[src/rtl/hand_reader.sv]
// Reads one blackjack hand from parallel card slots, streams the cards out over a
// valid/ready port and scores them. Scoring is built only when HAND_READER_SCORE_EN is defined.
module hand_reader (
  input  logic       clk_i,
  input  logic       rst_i,
  input  logic       start_i,
  input  logic [3:0] count_i,
  input  logic [7:0] slot_0_i,
  input  logic [7:0] slot_1_i,
  input  logic [7:0] slot_2_i,
  input  logic [7:0] slot_3_i,
  input  logic [7:0] slot_4_i,
  input  logic [7:0] slot_5_i,
  input  logic [7:0] slot_6_i,
  input  logic [7:0] slot_7_i,
  input  logic [7:0] slot_8_i,
  input  logic [7:0] slot_9_i,
  input  logic [7:0] slot_10_i,
  input  logic       card_ready_i,
  output logic [7:0] card_o,
  output logic       card_valid_o,
  output logic       busy_o,
  output logic       done_o,
  output logic [6:0] total_o,
  output logic       soft_o,
  output logic       bust_o,
  output logic       err_o
);
  localparam int SLOTS = 11;

  typedef enum logic [1:0] {IDLE = 2'd0, SEND = 2'd1, FINISH = 2'd2} state_t;

  state_t     state;
  state_t     state_nxt;
  logic [7:0] slot_in [SLOTS];
  logic [7:0] snap [SLOTS];
  logic [3:0] cnt;
  logic [3:0] idx;
  logic [3:0] cnt_clamp;
  logic       accept;
  logic       xfer;
  logic       last;

  always_comb begin
    slot_in[0]  = slot_0_i;
    slot_in[1]  = slot_1_i;
    slot_in[2]  = slot_2_i;
    slot_in[3]  = slot_3_i;
    slot_in[4]  = slot_4_i;
    slot_in[5]  = slot_5_i;
    slot_in[6]  = slot_6_i;
    slot_in[7]  = slot_7_i;
    slot_in[8]  = slot_8_i;
    slot_in[9]  = slot_9_i;
    slot_in[10] = slot_10_i;
  end

  assign cnt_clamp = (count_i > 4'd11) ? 4'd11 : count_i;
  assign accept    = (state == IDLE) && start_i;
  assign xfer      = (state == SEND) && card_ready_i;
  assign last      = (idx == cnt - 4'd1);

  always_comb begin
    state_nxt    = state;
    card_valid_o = 1'b0;
    busy_o       = 1'b1;
    done_o       = 1'b0;
    case (state)
      IDLE: begin
        busy_o = 1'b0;
        if (start_i) state_nxt = (cnt_clamp == 4'd0) ? FINISH : SEND;
      end
      SEND: begin
        card_valid_o = 1'b1;
        if (xfer && last) state_nxt = FINISH;
      end
      FINISH: begin
        done_o    = 1'b1;
        state_nxt = IDLE;
      end
      default: state_nxt = IDLE;
    endcase
  end

  // card_o always holds snap[idx]; it only advances on a transfer, so it is stable under backpressure
  always_ff @(posedge clk_i) begin
    if (rst_i) begin
      state  <= IDLE;
      cnt    <= 4'd0;
      idx    <= 4'd0;
      card_o <= 8'd0;
      for (int i = 0; i < SLOTS; i++) snap[i] <= 8'd0;
    end else begin
      state <= state_nxt;
      if (accept) begin
        for (int i = 0; i < SLOTS; i++) snap[i] <= slot_in[i];
        cnt    <= cnt_clamp;
        idx    <= 4'd0;
        card_o <= slot_in[0];
      end else if (xfer && !last) begin
        idx    <= idx + 4'd1;
        card_o <= snap[idx + 4'd1];
      end
    end
  end

`ifdef HAND_READER_SCORE_EN
  logic [6:0] raw;
  logic       ace;
  logic [6:0] raw_sum;
  logic       ace_sum;
  logic [7:0] fin;

  function automatic logic [3:0] card_value(input logic [7:0] code);
    if (code == 8'd1) return 4'd1;
    else if (code >= 8'd2 && code <= 8'd10) return code[3:0];
    else if (code >= 8'd11 && code <= 8'd13) return 4'd10;
    else return 4'd0;
  endfunction

  function automatic logic card_invalid(input logic [7:0] code);
    return (code == 8'd0) || (code > 8'd13);
  endfunction

  // Returns {soft, total}: one ace is promoted to 11 only when that keeps the hand at 21 or less
  function automatic logic [7:0] final_score(input logic [6:0] sum, input logic has_ace);
    logic [6:0] boosted;
    boosted = sum + 7'd10;
    if (has_ace && boosted <= 7'd21) return {1'b1, boosted};
    return {1'b0, sum};
  endfunction

  assign raw_sum = raw + {3'b000, card_value(card_o)};
  assign ace_sum = ace | (card_o == 8'd1);
  assign fin     = final_score(raw_sum, ace_sum);

  always_ff @(posedge clk_i) begin
    if (rst_i || accept) begin
      raw     <= 7'd0;
      ace     <= 1'b0;
      total_o <= 7'd0;
      soft_o  <= 1'b0;
      bust_o  <= 1'b0;
      err_o   <= 1'b0;
    end else if (xfer) begin
      raw   <= raw_sum;
      ace   <= ace_sum;
      err_o <= err_o | card_invalid(card_o);
      if (last) begin
        total_o <= fin[6:0];
        soft_o  <= fin[7];
        bust_o  <= (fin[6:0] > 7'd21);
      end
    end
  end
`else
  assign total_o = 7'd0;
  assign soft_o  = 1'b0;
  assign bust_o  = 1'b0;
  assign err_o   = 1'b0;
`endif

endmodule
[config.mk]
export PLATFORM = sky130hd
export DESIGN_NAME = hand_reader
export DESIGN_NICKNAME = d
export VERILOG_FILES = /design/src/rtl/hand_reader.sv
export SDC_FILE = /design/constraint.sdc
export NUM_CORES = 1
export LEC_CHECK = 0
export BUFFER_PORTS_ARGS = -buffer_cell sky130_fd_sc_hd__buf_2
export CAP_MARGIN = 15
export CORE_UTILIZATION = 50
export CTS_CLUSTER_DIAMETER = 30
export DETAILED_ROUTE_END_ITERATION = 8
export GPL_TIMING_DRIVEN = 0
export PLACE_DENSITY = 0.75
export SETUP_SLACK_MARGIN = 0.1
export SLEW_MARGIN = 20
export SYNTH_ARGS = -nofsm -noshare
export SYNTH_HDL_FRONTEND = slang
export SYNTH_SLANG_ARGS = --single-unit
export TNS_END_PERCENT = 5
[constraint.sdc]
create_clock -name clk_i -period 10.8 [get_ports clk_i]
set_input_delay 2.16 -clock clk_i [delete_from_list [all_inputs] [get_ports clk_i]]
set_output_delay 2.16 -clock clk_i [all_outputs]
set_load 0.05 [all_outputs]
After elaboration in Yosys (flattened, before gate mapping)
Memories as Yosys holds them, arrays and structs flattened.
Cells that the tools add are included.
{"block": "classes", "n_mux": 26, "bitwise": 11, "eq_ne": 5, "n_reduce_logical": 10, "add_sub_neg": 2, "order_cmp": 1}
{"operator": "two-way mux 8 bit", "n": 13}
{"operator": "OR 1 bit", "n": 11}
{"operator": "two-way mux 1 bit", "n": 8}
{"operator": "two-way mux 2 bit", "n": 3}
{"operator": "adder 4 x 1 -> 4 bit, second input constant", "n": 1}
{"operator": "equality test 4 bit", "n": 1}
{"operator": "greater-than comparator 4 bit, second input constant", "n": 1}
{"operator": "logical AND 1 bit", "n": 4}
{"operator": "zero test 4 bit", "n": 1}
{"operator": "two-way mux 4 bit", "n": 1}
{"operator": "case mux 2 bit (2 select lines)", "n": 1}
{"operator": "subtractor 4 x 1 -> 4 bit, second input constant", "n": 1}
{"operator": "equality test 2 x 1 -> 1 bit, second input constant", "n": 1}
{"operator": "equality test 2 bit, second input constant", "n": 1}
{"operator": "zero test 2 bit", "n": 1}
{"operator": "inequality test 2 x 1 -> 1 bit, second input constant", "n": 1}
{"operator": "inequality test 2 bit, second input constant", "n": 1}
{"operator": "AND reduction 2 bit", "n": 1}
{"operator": "nonzero test 2 bit", "n": 1}
{"operator": "OR reduction 2 bit", "n": 1}
{"operator": "zero test 1 bit", "n": 1}
{"block": "totals", "n_memories": 1, "output_inout_bits": 21, "in_bits": 96, "register_bits": 18, "mem_bits_rw": 88}
{"name": "snap", "words": 11, "width": 8, "read_ports": 1, "rd_ports_with_merged_regs": 0, "wr": 11, "line": "36", "text": "logic [7:0] snap [SLOTS];"}

Logic depth before layout (Yosys ltp)
{"block": "logic_depth", "ltp_word": 6, "ltp_mapped": 8, "depth_no_buf": 7}

Worst setup path after synthesis
No wires, ideal clock.
{"block": "synth_timing", "path_type": "input to register", "startpoint": "in start_i", "endpoint": "reg card_o[0]", "n_path_buf": 0, "t_required_ns": 10.665, "arrival_time_ns": 4.937, "path_slack_ns": 5.729, "setup_ns": 0.135, "cell_stages": 4, "path_cell_list": "nand2_1 > nand2b_1 > nand2b_1 > o221ai_1"}
{"block": "synth_via", "elab_chain_cells": 2}
{"item": "start: declaration", "line": "6", "text": "input logic start_i,"}
{"item": "logical AND 1 bit *", "line": "59", "text": "assign accept = (state == IDLE) && start_i;"}
{"item": "two-way mux 8 bit or nonzero test 2 bit (tied branches)"}
{"item": "end signal: assignment", "line": "99", "text": "card_o <= slot_in[0];"}
{"item": "end signal: assignment", "line": "102", "text": "card_o <= snap[idx + 4'd1];"}
{"item": "end: declaration", "line": "20", "text": "output logic [7:0] card_o,"}
Every way passes the cells marked *; elsewhere a longest branch is shown, timed or not.
A chain may end at the register's enable or synchronous reset.

Worst setup path in the final report
Ends and elaborated chain as after synthesis.

==> results.md <==
- Row cnt: 36
- Unique cell type count in the Yosys netlist: 39
- Clock Path Buffers: 2
- Crit Reg-Reg Endpoint: card_o[0]
- Gpl congestion: 0.8693
- Remaining DRCs: 0
- Die area: around 0.010 mm²
- Number of diodes: 0
- Largest net degree at the start of global routing: 37
- Worst endpoint required time: 11.06 ns
- Layout cell share with drive strength beyond 1: 0.3077
- Syn-to-layout area delta: 20.28%
- FMAX: 0.2719 GHz
- Sequential Area: 0.003003 mm²
- # port buffers: 106
- Placed cell count: 650
- Crit. Startpoint: start_i
- Vias in the first global route: 3454
- Core outline area: 0.009774 mm²
- Top Ports: 117
- Grt total ovfl: 0
- Yosys warnings: 0
- Width of the die: roughly 100 µm
- Post-layout minimum cycle time: between 3 and 4 ns
- Sequential element share of the synthesized area: 0.5957
- Worst-path fanout max: 36
- Crit path kind: input port to register
- Flop2flop setup slack: 8.42 ns
- DR vias: 3522
- Worst flop-to-flop path startpoint: state[1]
- Post-DP HPWL: 8184 µm
- P per Cell Area: 150.2 mW/mm²
- Prevailing post-synth register cell: edfxtp_1
- Cells after synthesis: 400
- Number of DRC markers in iteration 0: 267
- Final TNS setup: 0 ns
- Number of H-tree levels: 3
- Worst slew pin tran: 0.5741 ns
- Max_cap viols: 0
- Final clock skew: 0.01120 ns
- Non-Filler Instances: 666
- Clock Tree Root: clkbuf_8
- # clock sinks: 106
- Filler Cells Inserted: 809
- Starting Density: 0.5157
- CTS tree: done
- Die H: 102.4 µm
- Setup bufs post-CTS: 0
- Final nets: 626
- Critical Path AT: 3.93 ns
- Final Max Tran Viols: 0
- First-pass GRT wire length: 17460 µm
- Startpoint types: input port
- FF-to-FF path depth: 7
- Antenna violations before repair: 0
- CTS buffer count: 9
- Final period utilization: 0.3405
- Async S/R FF share, synth: 0
- CP Capture Point: card_o[0]
- All-Layer GR Usage: 0.2310
- Count of final hold-check violations: 0
- Post-Route WL: 11360 µm
- Register bit total from synthesis: ~110
- Syn_area_per_cell: 12.60 µm²
- DRT Pass-1 Iters: 5
- Post-synth EDFFs: between 80 and 90
- Peak supply drop: 84.24 µV
- Hold WC Path Type: register to register
- Post-CTS Hold Fix Bufs: 0
- DR vias/cell: 5.288
- Netlist Area Pre-Place: 0.005041 mm²
- Status: completed
- Post_cts resized: 0
- DRT antenna net count: 0
- CTS clk-pin slew, worst paths: 0.10 ns
- Worst slew margin: 0.6074
- Wirelength per Cell: around 17 µm
- Leakage: 2.488 nW
- WHS: 0.4873 ns
- Area of the multi-input gates: 0.001836 mm²
- RSZ-0062 raised after global routing: false
- CP Capture Type: register
- Clk Latency, worst-skew pair: 0.38 ns
- Final setup violation count: 0
-- layout by cell type, fill, tap and decap left out, types with 2 or more instances in the layout --
master and count:
buf_2 115, edfxtp_1 88, and2_1 75, nor2b_1 22
mux2i_1 20, a31oi_1 18, dfxtp_1 18, nand2_1 17
nor2_1 16, buf_4 13, clkbuf_1 12, a2111oi_0 12
inv_1 10, conb_1 10, clkbuf_8 10, xnor2_1 8
mux2_2 8, nand3b_1 7, o221ai_1 6, a211oi_1 6
mux4_2 4, nand3_1 3, xor2_1 3, nor3_1 3
a21oi_1 3, bufinv_16 3, buf_6 2, nand2b_1 2
nor3_2 2, ha_1 2, buf_12 2
-- where the power goes --
| part | internal [mW] | total (mW) | switching (mW) |
|---|---|---|---|
| clock | 0.161 | 0.294 | 0.133 |
| sequential | 0.479 | 0.489 | 0.0105 |
| combinational | 0.0513 | 0.128 | 0.0767 |
-- registers in the layout, summed over array words and instances (netlist names) --
signal,count
cnt,4
snap,88
state,2
idx,4
card_o,8
-- how the worst min path moves through the flow --
stage	slack (ns)	cells past startpoint	startpoint	end
after floorplan	0.44	1	state[1]	state[1]
after global placement	0.46	2	cnt[3]	cnt[3]
after detailed placement	0.47	2	cnt[3]	cnt[3]
after CTS	0.49	2	cnt[3]	cnt[3]
after global routing	0.52	1	state[1]	state[1]
final	0.49	2	cnt[3]	cnt[3]
-- cells in the mapped netlist (4+ instances only) --
| cell | instances | area share |
|---|---|---|
| edfxtp_1 | 88 | 0.52 |
| and2_1 | 75 | 0.093 |
| nor2b_1 | 22 | 0.027 |
| mux2i_1 | 20 | 0.040 |
| a31oi_1 | 18 | 0.022 |
| dfxtp_1 | 18 | 0.071 |
| nand2_1 | 17 | 0.013 |
| nor2_1 | 16 | 0.012 |
| buf_4 | 13 | 0.019 |
| a2111oi_0 | 12 | 0.021 |
| clkbuf_1 | 10 | 0.0074 |
| inv_1 | 10 | 0.0074 |
| buf_2 | 9 | 0.0089 |
| mux2_2 | 8 | 0.018 |
| xnor2_1 | 8 | 0.014 |
| nand3b_1 | 7 | 0.010 |
| a211oi_1 | 6 | 0.0089 |
| o221ai_1 | 6 | 0.010 |
| mux4_2 | 4 | 0.018 |
-- worst max-delay path, cell delays in order --
cell	delay, ns
buf_2	0.10
nand2_1	0.27
nand2b_4	0.42
buf_12	0.27
buf_12	0.24
nand2b_1	0.29
o221ai_1	0.17
-- routing by layer --
metal	wire, µm	track usage
met1	4818	0.3090
met2	5466	0.3681
met3	799	0.05540
met4	278	0.08462
met5	0	0
-- per-stage QoR --
| stage | power [mW] | cell area, µm² | setup slack, ns | util |
|---|---|---|---|---|
| 2_1_floorplan | 0.5816 | 5075 | 5.729 | - |
| 3_3_place_gp | 0.6221 | 5772 | 4.625 | 0.5905 |
| 3_5_place_dp | 0.6268 | 5819 | 6.693 | 0.5954 |
| 4_1_cts | 0.9161 | 6063 | 7.088 | 0.6203 |
| 5_1_grt | 0.9440 | 6063 | 7.002 | 0.6203 |
| 6_report | 0.9110 | 6063 | 7.122 | 0.6203 |
-- cell families after synthesis --
| logic type | after synthesis | synth area share |
|---|---|---|
| compound gates | 52 | 0.07744 |
| buf+inv | 45 | 0.04840 |
| flops | 106 | 0.5957 |
| other cells | 1 | 0.0007439 |
| fa+ha+maj | 2 | 0.004963 |
| mux | 32 | 0.07545 |
| simple gates | 150 | 0.1735 |
| xor+xnor | 12 | 0.02383 |
-- cell type report --
cell class / instances / area share
Tap cell: 133 / 0.02745
Buffer: 35 / 0.03405
Multi-Input combinational cell: 258 / 0.3027
Clock buffer: 12 / 0.02394
Sequential cell: 106 / 0.4953
Inverter: 10 / 0.006191
Clock inverter: 4 / 0.01630
Timing Repair Buffer: 108 / 0.09410
No activity file was read; power rests on OpenSTA's default activity.
